$ cat config.mk
export PLATFORM = sky130hd
export DESIGN_NAME = pkt_rx_buffer
export DESIGN_NICKNAME = d
export VERILOG_FILES = /design/src/rtl/pkt_rx_buffer.sv
export SDC_FILE = /design/constraint.sdc
export NUM_CORES = 2
export LEC_CHECK = 0
export ABC_AREA = 1
export BUFFER_PORTS_ARGS = -buffer_cell sky130_fd_sc_hd__buf_2
export CORE_UTILIZATION = 45
export DETAILED_ROUTE_END_ITERATION = 16
export SETUP_SLACK_MARGIN = 0.1
export SLEW_MARGIN = 20
export SYNTH_ARGS = -nofsm -noshare
export SYNTH_HDL_FRONTEND = slang
export SYNTH_SLANG_ARGS = --single-unit
$ cat constraint.sdc
create_clock -name clk -period 6.2 [get_ports clk]
set_clock_uncertainty 0.05 [all_clocks]
set_input_delay 1.24 -clock clk [delete_from_list [all_inputs] [get_ports clk]]
set_output_delay 1.24 -clock clk [all_outputs]
set_load 0.02 [all_outputs]
$ cat src/rtl/pkt_rx_buffer.sv
//==============================================================================
// Module      : pkt_rx_buffer
// Description : Store-and-forward ingress buffer; framing check, drop by
//               write-pointer rollback, committed packets out on valid/ready.
// Revision    : 1.0 - initial release
//==============================================================================
`timescale 1ns/1ps
`default_nettype none

module pkt_rx_buffer #(
    parameter int DATA_W    = 32,
    parameter int DEPTH     = 64,
    parameter int MAX_WORDS = 16,
    parameter int CNT_W     = 16
) (
    input  logic                     clk,
    input  logic                     rst,
    input  logic                     in_valid,
    input  logic [DATA_W-1:0]        in_port,
    input  logic                     in_sop,
    input  logic                     in_eop,
    output logic                     out_valid,
    input  logic                     out_ready,
    output logic [DATA_W-1:0]        out_port,
    output logic                     out_sop,
    output logic                     out_eop,
    output logic [$clog2(DEPTH):0]   pkt_count,
    output logic [CNT_W-1:0]         ok_cnt,
    output logic [CNT_W-1:0]         drop_cnt,
    output logic [CNT_W-1:0]         orphan_cnt
);

    localparam int c_AW = $clog2(DEPTH);
    localparam int c_PW = c_AW + 1;
    localparam int c_LW = $clog2(MAX_WORDS + 1);

    localparam logic [c_PW-1:0] c_DEPTH   = c_PW'(DEPTH);
    localparam logic [c_PW-1:0] c_PTR_ONE = c_PW'(1);
    localparam logic [c_LW-1:0] c_MAX_LEN = c_LW'(MAX_WORDS);
    localparam logic [c_LW-1:0] c_LEN_ONE = c_LW'(1);

    typedef enum logic [1:0] {
        ST_IDLE    = 2'd0,
        ST_RECV    = 2'd1,
        ST_DISCARD = 2'd2
    } state_t;

    state_t              r_state;
    state_t              w_state_nxt;
    logic [c_PW-1:0]     r_wr_ptr;
    logic [c_PW-1:0]     r_spec_ptr;
    logic [c_PW-1:0]     r_rd_ptr;
    logic [c_PW-1:0]     w_wr_nxt;
    logic [c_PW-1:0]     w_spec_nxt;
    logic [c_LW-1:0]     r_len;
    logic [c_LW-1:0]     w_len_nxt;
    logic [c_PW-1:0]     r_pkt_count;
    logic [CNT_W-1:0]    r_ok_cnt;
    logic [CNT_W-1:0]    r_drop_cnt;
    logic [CNT_W-1:0]    r_orphan_cnt;

    logic [DATA_W+1:0]   r_mem [DEPTH];
    logic [DATA_W+1:0]   w_rdata;
    logic [c_AW-1:0]     w_waddr;
    logic                w_we;
    logic                w_commit;
    logic                w_drop;
    logic                w_orphan;
    logic                w_sop_path;
    logic                w_rd;
    logic                w_full_spec;
    logic                w_full_wr;

    assign w_rdata     = r_mem[r_rd_ptr[c_AW-1:0]];
    assign out_valid   = (r_rd_ptr != r_wr_ptr);
    assign out_port    = w_rdata[DATA_W-1:0];
    assign out_eop     = w_rdata[DATA_W];
    assign out_sop     = w_rdata[DATA_W+1];
    assign w_rd        = out_valid && out_ready;
    // Occupancy uses the pre-read rd_ptr, so a read never frees space early.
    assign w_full_spec = ((r_spec_ptr - r_rd_ptr) == c_DEPTH);
    assign w_full_wr   = ((r_wr_ptr - r_rd_ptr) == c_DEPTH);

    assign pkt_count   = r_pkt_count;
    assign ok_cnt      = r_ok_cnt;
    assign drop_cnt    = r_drop_cnt;
    assign orphan_cnt  = r_orphan_cnt;

    always_comb begin
        w_state_nxt = r_state;
        w_spec_nxt  = r_spec_ptr;
        w_wr_nxt    = r_wr_ptr;
        w_len_nxt   = r_len;
        w_we        = 1'b0;
        w_waddr     = r_spec_ptr[c_AW-1:0];
        w_commit    = 1'b0;
        w_drop      = 1'b0;
        w_orphan    = 1'b0;
        w_sop_path  = 1'b0;
        if (in_valid) begin
            case (r_state)
                ST_IDLE: begin
                    if (in_sop) w_sop_path = 1'b1;
                    else        w_orphan   = 1'b1;
                end
                ST_RECV: begin
                    if (in_sop) begin
                        w_drop     = 1'b1;
                        w_sop_path = 1'b1;
                    end else if ((r_len == c_MAX_LEN) || w_full_spec) begin
                        w_spec_nxt  = r_wr_ptr;
                        w_drop      = 1'b1;
                        w_state_nxt = in_eop ? ST_IDLE : ST_DISCARD;
                    end else begin
                        w_we       = 1'b1;
                        w_spec_nxt = r_spec_ptr + c_PTR_ONE;
                        w_len_nxt  = r_len + c_LEN_ONE;
                        if (in_eop) begin
                            w_commit    = 1'b1;
                            w_wr_nxt    = r_spec_ptr + c_PTR_ONE;
                            w_state_nxt = ST_IDLE;
                        end
                    end
                end
                ST_DISCARD: begin
                    if (in_sop)      w_sop_path  = 1'b1;
                    else if (in_eop) w_state_nxt = ST_IDLE;
                end
                default: w_state_nxt = ST_IDLE;
            endcase
            // A new packet always starts at the committed end: any open packet is rolled back.
            if (w_sop_path) begin
                if (w_full_wr) begin
                    w_drop      = 1'b1;
                    w_spec_nxt  = r_wr_ptr;
                    w_state_nxt = in_eop ? ST_IDLE : ST_DISCARD;
                end else begin
                    w_we       = 1'b1;
                    w_waddr    = r_wr_ptr[c_AW-1:0];
                    w_spec_nxt = r_wr_ptr + c_PTR_ONE;
                    w_len_nxt  = c_LEN_ONE;
                    if (in_eop) begin
                        w_commit    = 1'b1;
                        w_wr_nxt    = r_wr_ptr + c_PTR_ONE;
                        w_state_nxt = ST_IDLE;
                    end else begin
                        w_state_nxt = ST_RECV;
                    end
                end
            end
        end
    end

    always_ff @(posedge clk) begin
        if (w_we) r_mem[w_waddr] <= {in_sop, in_eop, in_port};
    end

    always_ff @(posedge clk or posedge rst) begin
        if (rst) begin
            r_state      <= ST_IDLE;
            r_wr_ptr     <= '0;
            r_spec_ptr   <= '0;
            r_rd_ptr     <= '0;
            r_len        <= '0;
            r_pkt_count  <= '0;
            r_ok_cnt     <= '0;
            r_drop_cnt   <= '0;
            r_orphan_cnt <= '0;
        end else begin
            r_state    <= w_state_nxt;
            r_wr_ptr   <= w_wr_nxt;
            r_spec_ptr <= w_spec_nxt;
            r_len      <= w_len_nxt;
            if (w_rd) r_rd_ptr <= r_rd_ptr + c_PTR_ONE;
            case ({w_commit, w_rd && out_eop})
                2'b10:   r_pkt_count <= r_pkt_count + c_PTR_ONE;
                2'b01:   r_pkt_count <= r_pkt_count - c_PTR_ONE;
                default: r_pkt_count <= r_pkt_count;
            endcase
            if (w_commit && (r_ok_cnt != '1))     r_ok_cnt     <= r_ok_cnt + 1'b1;
            if (w_drop && (r_drop_cnt != '1))     r_drop_cnt   <= r_drop_cnt + 1'b1;
            if (w_orphan && (r_orphan_cnt != '1)) r_orphan_cnt <= r_orphan_cnt + 1'b1;
        end
    end

endmodule

`default_nettype wire

==> results.txt <==
In this run the cell area measured after placement is 94,900 sq um. Buffers inserted to repair hold after CTS numbered 0. In the global route stage, overall resource usage came out at 25.6%.

The tools report the hold violation total from the final report as 0. In the synthesized netlist, the number of instances is 6,929. For this run, the post-layout net count is 7,060. In the final timing run, aggregate negative setup slack is 0 ns. The number of nets with antenna violations after routing came out at 0.

The number of placement rows was 164; the placeable core region was 200,000 sq um. TritonCTS built the clock tree. The layout has 16,825 filler cells.

Summing every instance area after synthesis gives 90,400 sq um. For the number of design-rule violations left by the first detailed-router iteration, the log shows 7,565. Among all stages on the critical path, the largest delay is contributed by sky130_fd_sc_hd__inv_8. The worst register-to-register path has a depth of 23. Once the clock tree was built, the setup fixing pass inserted 0 buffers. For the pin with the worst max-slew slack, the measured transition is 1.07 ns.

The most frequent cell after synthesis was sky130_fd_sc_hd__edfxtp_1. Measured along the x axis, the die boundary spans 450 um. After clock tree synthesis, the clock-pin slew on the worst setup and hold paths is 0.06 ns. Across the run, the number of max-cap violations was 0.

The logs give 128 for the top-level port count and 3 for the maximum clock insertion buffer count. Sequential elements use 74.6% of the synthesized area. The number of enable-type register cells in the synthesized netlist works out to 2,176. The maximum level of the CTS H-tree was 4; the HPWL after detailed placement was 143,000 um.

For this run, the slowest stage of the critical path takes 0.78 ns. In this run the vertical extent of the chip is 450 um. The data arrival time of the critical path came out at 4.59 ns. In the routed layout, each cell is associated on average with a via count of 6.00. Post-route cell area: 102,000 sq um. Registers take 67,400 sq um.

The fraction of synthesis flops using an asynchronous set or reset pin is 3.67%. The endpoint identified for the worst register-to-register timing path is pkt_count[6]$_DFFE_PP0P_. Counting instances in the post-synthesis netlist gives the leading cell types as sky130_fd_sc_hd__edfxtp_1, sky130_fd_sc_hd__nor2_1, sky130_fd_sc_hd__o21ai_0. The area growth from synthesis to layout is 13.0%. The portion of the clock cycle consumed by the worst path in the final layout was 94.9%. Summed over all instances, the cell type with the most area after synthesis is sky130_fd_sc_hd__edfxtp_1.

The startpoint identified for the worst register-to-register timing path is r_rd_ptr[1]$_DFFE_PP0P_. The maximum operating frequency is 170 MHz, and the via count is 59,095. Traced cell by cell, the critical path runs through inv_8 -> buf_12 -> o21ai_0 -> o221ai_1 -> o211ai_1 -> nand3_1 -> nand2_1 -> nand3_1 -> buf_2.

The largest fanout on the critical path is 156, and the initial antenna violation count is 11. Ranked by total cell area, the synthesized netlist is headed by sky130_fd_sc_hd__edfxtp_1, sky130_fd_sc_hd__o21ai_0, sky130_fd_sc_hd__nor2_1. After synthesis, the largest area contributor takes up 72.3% of total cell area.

Average wire per cell in the routed design: 26.9 um. For the worst setup margin, the log shows 0.315 ns. Measured against its own limit, the worst slew margin works out to 28.7%. After synthesis, the mean cell area works out to 13.0 sq um. Across all register-to-register paths, the minimum setup slack is 1.19 ns. The worst-case IR drop observed on VDD is 0.475 mV.

After synthesis, the netlist uses 44 different library cells. The via count of the first global-routing pass was 56,168. The flow ran to the end, and the final reports show no timing, DRC or antenna violations. The worst hold-check path type is in2async. The clock reaches the later pin of the worst-skew pair after 0.89 ns. Buffers inserted during clock tree synthesis total 226. For the final count of pins violating max slew, the log shows 0. Timing analysis after detailed placement gives a worst setup slack of 1.21 ns.

Post-CTS repair changed the size of 0 cells. The tools report the starting density of the core as 45.3%. The run gives 385,000 um as the global-route wire length before repair.

Setup repair after global routing left no endpoint under its margin. For this design, the sink count on the clock tree is 2,259. The clock period could shrink to 5.88 ns. Setup violations remaining at the end of the flow were counted as 0.

For this run, design rule violations remaining after detail routing come to 0. The total wire length was 264,000 um; the fraction of layout instances using a drive strength above 1 was 10.5%. The floorplan step defined a die boundary enclosing 203,000 sq um. Yosys printed 0 warnings. Entering global routing, the biggest net connects 194 pins. The startpoint class of the critical path was a register. In the synthesized netlist the dominant register cell turns out to be sky130_fd_sc_hd__edfxtp_1. STA classifies the critical path endpoint as a primary output.

The number of iterations in the first detailed-routing pass was 6; the static power due to leakage was 33.0 nW. The count of buffers added on input and output ports is 127. The root buffer cell chosen for the clock tree is sky130_fd_sc_hd__clkbuf_16. For this run the aggregate overflow at the end of global routing stands at 0.

The number of nets in the synthesized netlist is 6,998. Cell type with the highest occurrence count on the critical path: sky130_fd_sc_hd__nand3_1. At the end of routability-driven placement, the weighted congestion stood at 0.852. The multi-input gate area in the final layout was 21,100 sq um; the flip-flop and latch count after synthesis was 2,259. The required arrival time at the worst endpoint came out at 4.91 ns. The ratio of total power to cell area works out to 458 nW/um^2. The kind of critical path was reg2out.
how the worst max path moves through the flow:
stage	endpoint	startpoint	cells past startpoint	slack (ns)
final	out_port[10]	r_rd_ptr[0]$_DFFE_PP0P_	9	0.32
after global routing	out_port[1]	r_rd_ptr[0]$_DFFE_PP0P_	11	0.12
after CTS	out_port[17]	r_rd_ptr[0]$_DFFE_PP0P_	10	0.30
after detailed placement	r_mem[39][29]$_DFFE_PP_	in_sop	10	1.21
after global placement	pkt_count[6]$_DFFE_PP0P_	r_rd_ptr[2]$_DFFE_PP0P_	22	1.20
after floorplan	r_mem[10][0]$_DFFE_PP_	r_rd_ptr[1]$_DFFE_PP0P_	20	1.58
sequential cells by signal, summed over array words and instances (netlist names):
signal	cells
r_mem	2176
drop_cnt	16
ok_cnt	16
orphan_cnt	16
pkt_count	7
r_rd_ptr	7
r_spec_ptr	7
r_wr_ptr	7
r_len	5
r_state	2
critical path, delay by kind of cell, from the launching register on:
family / cells / cell delay (ns)
and+or+nand+nor: 3 / 0.69
AOI/OAI and AO/OA: 3 / 0.49
buffers and inverters: 3 / 1.58
DFF: 1 / 0.66
metrics by stage:
stage          cells  total power [W]  utilization [%]  hold slack, ns
2_1_floorplan   6929           0.0274                -           0.450
3_3_place_gp    9419           0.0335             47.5           0.432
3_5_place_dp    9419           0.0337             47.6           0.438
4_1_cts         9842           0.0469             51.1           0.373
5_1_grt         9843           0.0487             51.2           0.440
6_report        9845           0.0468             51.2           0.405
metal layers:
layer  up-vias  track usage (%)  routed length, um
li1      26004                -                  -
met2      2715             40.9             125000
met1     29960             36.1             110000
met3       412             3.49              21000
met4         4             8.74               8620
met5         -                0                 24
power breakdown:
group / internal [W] / switching [W]
clock: 0.00735 / 0.00596
combinational: 0.00422 / 0.0118
sequential: 0.0171 / 0.000355
total: 0.0287 / 0.0181
cell usage in the layout, fill, tap and decap left out, types with 9 or more instances in the layout:
cell type / instances
sky130_fd_sc_hd__edfxtp_1: 2176
sky130_fd_sc_hd__nor2_1: 1147
sky130_fd_sc_hd__o21ai_0: 1127
sky130_fd_sc_hd__nand2_1: 512
sky130_fd_sc_hd__o22ai_1: 341
sky130_fd_sc_hd__nand3_1: 295
sky130_fd_sc_hd__clkbuf_16: 226
sky130_fd_sc_hd__o221ai_1: 203
sky130_fd_sc_hd__buf_4: 124
sky130_fd_sc_hd__buf_2: 123
sky130_fd_sc_hd__inv_1: 98
sky130_fd_sc_hd__a21oi_1: 84
sky130_fd_sc_hd__dfrtp_1: 79
sky130_fd_sc_hd__nor2_4: 73
sky130_fd_sc_hd__o211ai_1: 71
sky130_fd_sc_hd__clkinv_1: 65
sky130_fd_sc_hd__nand4_1: 59
sky130_fd_sc_hd__buf_12: 56
sky130_fd_sc_hd__clkbuf_1: 48
sky130_fd_sc_hd__xor2_1: 44
sky130_fd_sc_hd__clkinv_2: 40
sky130_fd_sc_hd__ha_1: 30
sky130_fd_sc_hd__xnor2_1: 19
sky130_fd_sc_hd__nand2_2: 17
sky130_fd_sc_hd__nor3_1: 15
sky130_fd_sc_hd__bufinv_16: 15
sky130_fd_sc_hd__nand2_4: 12
sky130_fd_sc_hd__clkinvlp_4: 10
sky130_fd_sc_hd__nand3_4: 9
cells by family (layout without fill, tap and decap cells):
logic type,after synthesis,count (layout),synth area share (%)
AO/OA/AOI/OAI,1839,1839,11.8
flip-flops,2259,2259,74.6
buffers and inverters,580,837,2.61
adder cells (fa/ha/maj),31,31,0.438
XOR/XNOR,63,63,0.611
AND/OR/NAND/NOR,2157,2157,9.97
other,0,3,0
area by class of cell:
type	count	share of cell area [%]
timing repair buffer	303	2.61
multi-input combinational	4090	20.6
antenna	3	0.00735
sequential	2259	66.0
tap	2656	3.25
clock buffer	274	5.71
inverter	111	0.436
clock inverter	149	1.31
(Power assumes the default switching activity.)
